`src/rtl/ldm_stm_pkg.sv`:
```
// Shared types and helpers for the LDM/STM block-transfer sequencer.
package ldm_stm_pkg;

  // Sequencer phases: walk the register list, optionally write back the base, then pulse completion.
  typedef enum logic [1:0] {
    IDLE = 2'd0,
    XFER = 2'd1,
    WB   = 2'd2,
    FIN  = 2'd3
  } state_t;

  localparam int          WORD_BYTES = 4;
  localparam logic [3:0]  REG_PC     = 4'd15;

  // Number of registers selected by a 16-bit list (0..16).
  function automatic logic [4:0] popcount16(input logic [15:0] bits);
    logic [4:0] cnt;
    cnt = '0;
    for (int i = 0; i < 16; i++) begin
      cnt = cnt + 5'(bits[i]);
    end
    return cnt;
  endfunction

endpackage

```
`src/rtl/ldm_stm_sequencer_prio_enc16.sv`:
```
// Lowest-set-bit encoder: picks the next register of a pending transfer list.
module prio_enc16 (
  input  logic [15:0] bits,
  output logic [3:0]  index,
  output logic        any
);

  // Scan from the top down so the last hit (the lowest set bit) wins.
  always_comb begin
    // NOTE: every output gets a default first so no path leaves it unassigned (no latch).
    index = 4'd0;
    for (int i = 15; i >= 0; i--) begin
      if (bits[i]) index = 4'(i);
    end
    any = |bits;
  end

endmodule

```
`src/rtl/ldm_stm_sequencer.sv`:
```
// LDM/STM block-transfer sequencer: stalls the core and issues one register per beat,
// then optionally writes the updated base back to Rn.
// Build option: define LDM_WAIT_EN to add the MEM_RDY port and let memory stretch beats;
// without it every beat completes in a single cycle.
module ldm_stm_sequencer
  import ldm_stm_pkg::*;
#(
  parameter int ADDR_W = 32,
  parameter int DATA_W = 32
) (
  input  logic              CLK,
  input  logic              RESET_N,
  input  logic              START,
  input  logic              L,
  input  logic              P,
  input  logic              U,
  input  logic              W,
  input  logic [3:0]        RN,
  input  logic [15:0]       REGLIST,
  input  logic [ADDR_W-1:0] BASE,
`ifdef LDM_WAIT_EN
  input  logic              MEM_RDY,
`endif
  output logic              BUSY,
  output logic              DONE,
  output logic [ADDR_W-1:0] ADDR,
  output logic              MEM_WE,
  output logic [3:0]        REG_A,
  output logic              REG_WE,
  output logic              PC_WE,
  output logic              WB_SEL,
  output logic [DATA_W-1:0] WB_DATA
);

  localparam logic [ADDR_W-1:0] STEP = ADDR_W'(WORD_BYTES);

  state_t            state;
  logic [15:0]       mask;
  logic [ADDR_W-1:0] addr;
  logic [ADDR_W-1:0] final_base;
  logic              load;
  logic              wb_en;
  logic [3:0]        rn;

  logic [3:0]        cur_reg;
  logic              mask_any;
  logic [15:0]       mask_clr;
  logic              beat_done;
  logic [4:0]        n_regs;
  logic [ADDR_W-1:0] span;
  logic [ADDR_W-1:0] start_addr;
  logic [ADDR_W-1:0] end_base;

  prio_enc16 u_enc (
    .bits  (mask),
    .index (cur_reg),
    .any   (mask_any)
  );

`ifdef LDM_WAIT_EN
  assign beat_done = MEM_RDY;
`else
  assign beat_done = 1'b1;
`endif

  assign mask_clr = mask & ~(16'h0001 << cur_reg);

  // Transfer geometry from the decoded instruction: the lowest register always sits at the
  // lowest address, so descending modes start 4N below the base and still count upward.
  always_comb begin
    n_regs     = popcount16(REGLIST);
    span       = ADDR_W'({n_regs, 2'b00});
    start_addr = U ? (BASE + (P ? STEP : '0))
                   : (BASE - span + (P ? '0 : STEP));
    end_base   = U ? (BASE + span) : (BASE - span);
  end

  // Sequencer state, pending mask and beat address.
  always_ff @(posedge CLK or negedge RESET_N) begin
    if (!RESET_N) begin
      // NOTE: sequential state uses non-blocking assignments so every register samples pre-edge values.
      state      <= IDLE;
      mask       <= '0;
      addr       <= '0;
      final_base <= '0;
      load       <= 1'b0;
      wb_en      <= 1'b0;
      rn         <= '0;
    end else begin
      case (state)
        IDLE: begin
          if (START) begin
            load       <= L;
            // A loaded Rn overrides the updated base, so writeback is dropped in that case.
            wb_en      <= W & ~(L & REGLIST[RN]);
            rn         <= RN;
            mask       <= REGLIST;
            addr       <= start_addr;
            final_base <= end_base;
            state      <= (REGLIST == 16'h0000) ? FIN : XFER;
          end
        end
        XFER: begin
          if (beat_done && mask_any) begin
            mask <= mask_clr;
            addr <= addr + STEP;
            if (mask_clr == 16'h0000) begin
              state <= wb_en ? WB : FIN;
            end
          end
        end
        WB:      state <= FIN;
        FIN:     state <= IDLE;
        default: state <= IDLE;
      endcase
    end
  end

  // Moore decode of the port controls; only the load write enables also follow beat completion.
  always_comb begin
    BUSY    = 1'b0;
    DONE    = 1'b0;
    ADDR    = '0;
    MEM_WE  = 1'b0;
    REG_A   = '0;
    REG_WE  = 1'b0;
    PC_WE   = 1'b0;
    WB_SEL  = 1'b0;
    WB_DATA = '0;
    case (state)
      XFER: begin
        BUSY  = 1'b1;
        ADDR  = addr;
        REG_A = cur_reg;
        if (load) begin
          REG_WE = beat_done & (cur_reg != REG_PC);
          PC_WE  = beat_done & (cur_reg == REG_PC);
        end else begin
          MEM_WE = 1'b1;
        end
      end
      WB: begin
        BUSY    = 1'b1;
        REG_A   = rn;
        REG_WE  = 1'b1;
        WB_SEL  = 1'b1;
        WB_DATA = DATA_W'(final_base);
      end
      FIN:     DONE = 1'b1;
      default: ;
    endcase
  end

endmodule

```
`config.mk`:
```
export PLATFORM = sky130hd
export DESIGN_NAME = ldm_stm_sequencer
export DESIGN_NICKNAME = d
export VERILOG_FILES = /design/src/rtl/ldm_stm_pkg.sv /design/src/rtl/ldm_stm_sequencer_prio_enc16.sv /design/src/rtl/ldm_stm_sequencer.sv
export SDC_FILE = /design/constraint.sdc
export NUM_CORES = 1
export LEC_CHECK = 0
export BUFFER_PORTS_ARGS = -buffer_cell sky130_fd_sc_hd__clkbuf_2
export CAP_MARGIN = 20
export CORE_MARGIN = 2
export CORE_UTILIZATION = 30
export DETAILED_ROUTE_END_ITERATION = 8
export SLEW_MARGIN = 40
export SYNTH_ARGS = -nofsm -noshare
export SYNTH_HDL_FRONTEND = slang
export SYNTH_SLANG_ARGS = --single-unit
```
`constraint.sdc`:
```
create_clock -name CLK -period 3.93 [get_ports CLK]
set_input_delay 0.786 -clock CLK [delete_from_list [all_inputs] [get_ports CLK]]
set_output_delay 0.786 -clock CLK [all_outputs]
set_load 0.01 [all_outputs]
```
==> results.sh, run 1 <==
export IMPL_synth_top_cells_by_area="dfrtp_1, nand2_1, and2_1"
export IMPL_grt_ovfl_total=0
export IMPL_hold_viol=0
export IMPL_async_reset_ff_frac=1.00
export IMPL_final_antenna_net_count=0
export IMPL_syn_inst=1112
export IMPL_synth_avg_cell_area_um2=7.93
export IMPL_hpwl_um=23800
export IMPL_power_density_nw_per_um2=729
export IMPL_syn_num_nets=1210
export IMPL_drt_initial_drc_count=789
export IMPL_r2r_end="state[0]$_DFFE_PN0P_"
export IMPL_max_stage_delay_ns=0.58
export IMPL_htree_levels=3
export IMPL_cts_made_buffers=9
export IMPL_crit_required_ns=4.18
export IMPL_yosysMostFrequentCell="nand2_1"
export IMPL_grt_start_max_net_pins=99
export IMPL_n_antenna_cell=0
export IMPL_first_pass_iters=8
export IMPL_syn_area_um2=8820
export IMPL_startpoint_type="input pin"
export IMPL_rows=62
export IMPL_clk_pin_slew_ns=0.07
export IMPL_die_height_um=175
export IMPL_fin_util=0.452
export IMPL_period_share=1.57
export IMPL_start_util=0.305
export IMPL_layout_setup_ws_ns=-2.26
export IMPL_cts_root_buffer="clkbuf_16"
export IMPL_status="finished with violations"
export IMPL_violations="setup timing"
export IMPL_synth_cell_types=86
export IMPL_hold_path_class="flip-flop to flip-flop"
export IMPL_core_um2=28900
export IMPL_min_period_ns=6.19
export IMPL_grt_pass1_vias=8972
export IMPL_arrival_ns=6.44
export IMPL_synthFlopType="dfrtp_1"
export IMPL_hold_ws_ns=0.479
export IMPL_nNetsFinal=1472
export IMPL_synth_seq_cells=88
export IMPL_portBuffers=132
export IMPL_drive_above_1_share=0.408
export IMPL_dieArea_um2=30800
export IMPL_max_freq_mhz=162
export IMPL_endpoint_kind="flip-flop"
export IMPL_drv_cap=0
export IMPL_cts_max_path_buffers=2
export IMPL_hold_start="addr[0]$_DFFE_PN0P_"
export IMPL_yosys_area_top_type_share=0.250
export IMPL_seq_area_frac_synth=0.250
export IMPL_critPathMostFrequentCell="fa_1"
export IMPL_antenna_found_initial=0
export IMPL_vias=9385
export IMPL_synth_common_cells="nand2_1, dfrtp_1, o21ai_0"
export IMPL_via_per_inst=5.32
export IMPL_grt_setup_unrepaired="true"
export IMPL_pre_cts_slack_ns=-2.73
export IMPL_grt_usage=0.206
export IMPL_worstRegToRegCells=8
export IMPL_fin_skew_ns=0.0142
export IMPL_crit_fanout=5
export IMPL_slew_headroom=0.502
export IMPL_n_fill_cell=2841
export IMPL_slowest_stage="fa_1"
export IMPL_gp_congestion=0.924
export IMPL_crit_type="input pin to flip-flop"
export IMPL_r2r_slack_ns=0.68
export IMPL_area_growth_pct=47.8
export IMPL_min_to="addr[0]$_DFFE_PN0P_"
export IMPL_synth_edff_count=0
export IMPL_fin_tns_setup_ns=-98.56
export IMPL_wl_per_cell_um=18.4
export IMPL_tightest_slew_ns=0.747
export IMPL_drc_errors=0
export IMPL_drt_wl_total_um=32400
export IMPL_yosys_area_top_type="dfrtp_1"
export IMPL_die_x_um=175
export IMPL_grt_pass1_wl_um=50300
export IMPL_hold_depth=2
export IMPL_cts_sinks=88
export IMPL_ir_drop_mv=0.429
export IMPL_worstPathCellList="buf_8 -> inv_8 -> fa_1 -> fa_1 -> fa_2 -> fa_1 -> inv_2 -> ha_4 -> fa_2 -> xor2_4 -> ha_4 -> nor2_4 -> o311a_4 -> or4_4 -> a222oi_1 -> o21a_2 -> nand4_1 -> xor2_1 -> or3_1 -> a32o_1"
export IMPL_slew_violations=0
export IMPL_r2r_start="mask[3]$_DFFE_PN0P_"
export IMPL_io_pins=133
export IMPL_cts_tree="done"
export IMPL_setup_viol=58
export IMPL_yosys_warnings=0
export IMPL_leakage_nw=5.59
export IMPL_clk_latency_ns=0.37
## worst max-delay path by stage
stage,from,to,slack [ns],depth (start not counted)
after floorplan,REGLIST[15],addr[27]$_DFFE_PN0P_,-2.35,19
after global placement,REGLIST[15],addr[29]$_DFFE_PN0P_,-2.68,21
after detailed placement,REGLIST[15],addr[27]$_DFFE_PN0P_,-2.73,21
after CTS,REGLIST[0],addr[27]$_DFFE_PN0P_,-2.22,20
after global routing,REGLIST[15],addr[23]$_DFFE_PN0P_,-2.44,20
final,REGLIST[15],addr[23]$_DFFE_PN0P_,-2.26,20
## layer usage
layer  share of wire  up-vias  global-route usage
met2            0.47      295               0.328
li1                -     4518                   -
met5               0        -                   0
met1            0.47     4539               0.293
met4           0.016        0              0.0475
met3           0.048       33              0.0312
## area by class of cell
class                           instances  area (um^2)  share of cell area
Clock buffer                            9          225              0.0173
Sequential cell                        88         2200               0.169
Tap cell                              384          480              0.0369
Multi-Input combinational cell        907         7470               0.573
Inverter                               44          178              0.0136
Clock inverter                          7         55.1             0.00422
Timing Repair Buffer                  324         2420               0.186
## cell families (layout without fill, tap and decap cells)
kind of cell,Yosys count,after routing,synth area share
and+or+nand+nor,486,486,0.296
AOI/OAI and AO/OA,255,255,0.198
buffers and inverters,117,384,0.0515
xor gates and xnor gates,96,96,0.0954
DFF,88,88,0.250
adders and majority gates,40,40,0.0667
muxes,30,30,0.0427
## worst max-delay path: cells and delay by family
| kind | cells | cell delay (ns) |
|---|---|---|
| fa+ha+maj | 7 | 2.94 |
| compound gates | 4 | 1.25 |
| simple gates | 4 | 0.93 |
| xor+xnor | 2 | 0.36 |
| buf+inv | 3 | 0.17 |
## placed cells by master (no fill, tap or decap), drive strengths merged, types with 5 or more instances in the layout
cell	n
nor2b	23
xor2	47
clkbuf	135
a21o	8
a31oi	9
or4	8
buf	198
mux2	11
or3	11
nor4b	5
o31ai	15
or2	7
nor3	34
and4	11
nand2	122
a221oi	11
mux2i	14
o221ai	5
a22o	10
and2	73
inv	46
nand4	18
nor4	20
a21oi	37
dfrtp	88
and3	23
o21ai	90
fa	12
xnor2	49
nand3	41
o21a	8
a222oi	8
nand2b	5
ha	27
a22oi	6
mux4	5
nor2	74
## registers in the layout, summed over array words and instances (netlist names)
name / cells
addr: 32
final_base: 32
mask: 16
rn: 4
state: 2
load: 1
wb_en: 1
## stage by stage
step | instances | area [um^2] | power, mW
2_1_floorplan | 1112 | 9130 | 5.25
3_3_place_gp | 1714 | 11200 | 7.25
3_5_place_dp | 1714 | 11200 | 7.29
4_1_cts | 1746 | 12300 | 8.86
5_1_grt | 1763 | 13000 | 10.2
6_report | 1763 | 13000 | 9.50
## report_power, final
group          switching, mW  total [mW]  internal (mW)  leakage, nW
sequential             0.424        1.76           1.34         1.07
combinational           3.67        6.88           3.21         4.39
clock                  0.425       0.860          0.435        0.132
## repair_timing
item,in CTS,in global routing
buffers inserted,18,27
pin swaps,77,89
setup endpoints to repair,59,59
hold buffers,0,0
cloned,0,0
resized for setup,153,145
hold endpoints to repair,0,0
(Power assumes the default switching activity.)
==> inputs of run 2 (changes only) <==
Settings changed: ABC_AREA from default to 1, PLACE_DENSITY from default to 0.43.
==> results.sh, run 2 <==
export IMPL_status="finished with violations"
export IMPL_violations="setup timing"
export IMPL_drv_cap=0
export IMPL_reg_top3="addr (32), final_base (32), mask (16)"
export IMPL_muxShareOfSynthArea=0.00121
export IMPL_final_area_um2=13000
export IMPL_synth_avg_cell_area_um2=6.09
export IMPL_startpoint_type="input pin"
export IMPL_grt_pass1_wl_um=58100
export IMPL_critPathMostFrequentCell="nand2_2"
export IMPL_mostFrequentLayoutCells="nand2_1, inv_1, buf_4"
export IMPL_yosys_area_top_type="dfrtp_1"
export IMPL_fin_skew_ns=0.0128
export IMPL_fin_util=0.426
export IMPL_area_growth_pct=39.8
export IMPL_nNetsFinal=1889
export IMPL_synth_compound_area_frac=0.174
export IMPL_grt_pass1_vias=10300
export IMPL_htree_levels=3
export IMPL_yosys_warnings=0
export IMPL_n_antenna_cell=0
export IMPL_synth_adder_area_share=0.0622
export IMPL_drive_above_1_share=0.302
export IMPL_crit_fanout=6
export IMPL_hold_viol=0
export IMPL_period_share=1.49
export IMPL_n_fill_cell=3360
export IMPL_combPwrFrac=0.684
export IMPL_critPathBufInv=5
export IMPL_cp_top_family="adder cells"
export IMPL_layout_setup_ws_ns=-1.91
export IMPL_setup_viol=58
export IMPL_fin_tns_setup_ns=-84.87
export IMPL_synth_common_cells="nand2_1, inv_1, nor2_1"
export IMPL_synth_xor_area_share=0.0564
export IMPL_gp_congestion=0.883
export IMPL_final_antenna_net_count=0
export IMPL_drt_initial_drc_count=806
export IMPL_rows=64
export IMPL_clk_latency_ns=0.38
export IMPL_hpwl_um=28700
export IMPL_yosysMostFrequentCell="nand2_1"
export IMPL_ir_drop_mv=0.349
export IMPL_tightest_slew_ns=0.774
export IMPL_instances_no_fill=2192
export IMPL_seq_area_frac_synth=0.237
export IMPL_drc_errors=0
export IMPL_cts_max_path_buffers=2
export IMPL_synthFlopType="dfrtp_1"
export IMPL_totalPowerFinal_mw=8.84
export IMPL_synth_seq_cells=88
export IMPL_p_switching_mw=4.41
export IMPL_dp_cells=2141
export IMPL_max_stage_delay_ns=0.56
export IMPL_pwr_share_clk=0.116
export IMPL_power_density_nw_per_um2=680
export IMPL_endpoint_kind="flip-flop"
export IMPL_grt_usage=0.229
export IMPL_cts_tree="done"
export IMPL_leakage_nw=6.53
export IMPL_vias=10600
export IMPL_slew_headroom=0.484
export IMPL_grt_ovfl_total=0
export IMPL_io_pins=133
export IMPL_power_switching_share=0.499
export IMPL_syn_inst=1525
export IMPL_clk_pin_slew_ns=0.08
export IMPL_arrival_ns=6.13
export IMPL_crit_required_ns=4.22
export IMPL_core_um2=30500
export IMPL_cts_root_buffer="clkbuf_16"
export IMPL_die_x_um=180
export IMPL_dieArea_um2=32400
export IMPL_drt_wl_total_um=37300
export IMPL_synth_edff_count=0
export IMPL_p_seq_frac=0.200
export IMPL_max_freq_mhz=171
export IMPL_dpl_instance_area_um2=11600
export IMPL_crit_type="input pin to flip-flop"
export IMPL_syn_num_nets=1623
export IMPL_layout_commonest_cell="nand2_1"
export IMPL_antenna_found_initial=0
export IMPL_start_util=0.304
export IMPL_slowest_stage="fa_1"
export IMPL_multi_input_area_um2=6730
export IMPL_syn_area_um2=9290
export IMPL_p_int_mw=4.42
export IMPL_grt_setup_unrepaired="true"
export IMPL_worstRegToRegCells=14
export IMPL_synth_top_cells_by_area="dfrtp_1, nand2_1, inv_1"
export IMPL_pre_cts_slack_ns=-2.52
export IMPL_cp_depth=28
export IMPL_synth_cell_types=53
export IMPL_via_per_inst=4.85
export IMPL_yosys_area_top_type_share=0.237
export IMPL_slew_violations=0
export IMPL_min_period_ns=5.84
export IMPL_hold_path_class="input pin to asynchronous set/reset pin"
export IMPL_cts_made_buffers=9
export IMPL_synth_top_family_by_area="simple AND/OR/NAND/NOR gates"
export IMPL_wl_per_cell_um=17.0
export IMPL_grt_start_max_net_pins=63
export IMPL_cts_sinks=88
export IMPL_die_height_um=180
export IMPL_first_pass_iters=6
export IMPL_seq_area_um2=2200
export IMPL_portBuffers=132
export IMPL_hold_ws_ns=0.362
export IMPL_async_reset_ff_frac=1.00
export IMPL_synth_simple_area_share=0.334
run 2: layout make-up:
class,count,share of cell area
inverters,268,0.0800
flip-flops and latches,88,0.170
clock buffers,11,0.0187
repair buffers,318,0.169
clock inverters,5,0.00617
multi-input cells,1106,0.518
well taps,396,0.0382
run 2: path summary, 6_finish.rpt:
path                                       startpoint                    endpoint  slack, ns
min reg2reg                final_base[24]$_DFFE_PN0P_  final_base[24]$_DFFE_PN0P_       0.48
max reg2reg                       addr[3]$_DFFE_PN0P_        addr[29]$_DFFE_PN0P_       1.00
min                                           RESET_N         mask[2]$_DFFE_PN0P_       0.36
max                                        REGLIST[1]        addr[27]$_DFFE_PN0P_      -1.91
max in group asynchronous                     RESET_N  final_base[30]$_DFFE_PN0P_       2.79
min in group CLK           final_base[24]$_DFFE_PN0P_  final_base[24]$_DFFE_PN0P_       0.48
run 2: power groups by stage:
stage,clock [mW],combinational (mW),sequential [mW]
floorplan,0,3.42,1.65
global placement,0,5.28,1.78
detailed placement,0,5.30,1.78
CTS,1.05,5.68,1.76
global route,1.07,6.76,1.83
finish,1.02,6.05,1.76
run 2: layer usage:
layer  vias to the layer above  wire (um)  GRT usage
met5                         -          0          0
met4                         0        578     0.0559
met3                        30       1630     0.0257
met2                       247      16100      0.348
met1                      4966      18900      0.344
li1                       5389          -          -
run 2: timing repair:
action	4_1_cts	5_1_grt
pin swaps	50	63
gates resized for setup	90	108
hold buffers	0	0
setup endpoints to repair	59	59
buffers inserted	18	22
run 2: cell families (layout without fill, tap and decap cells):
logic type	Yosys count	after routing
xor gates and xnor gates	59	59
buffers and inverters	331	602
muxes	1	1
AOI/OAI and AO/OA	289	289
DFF	88	88
and+or+nand+nor	718	718
adders and majority gates	39	39
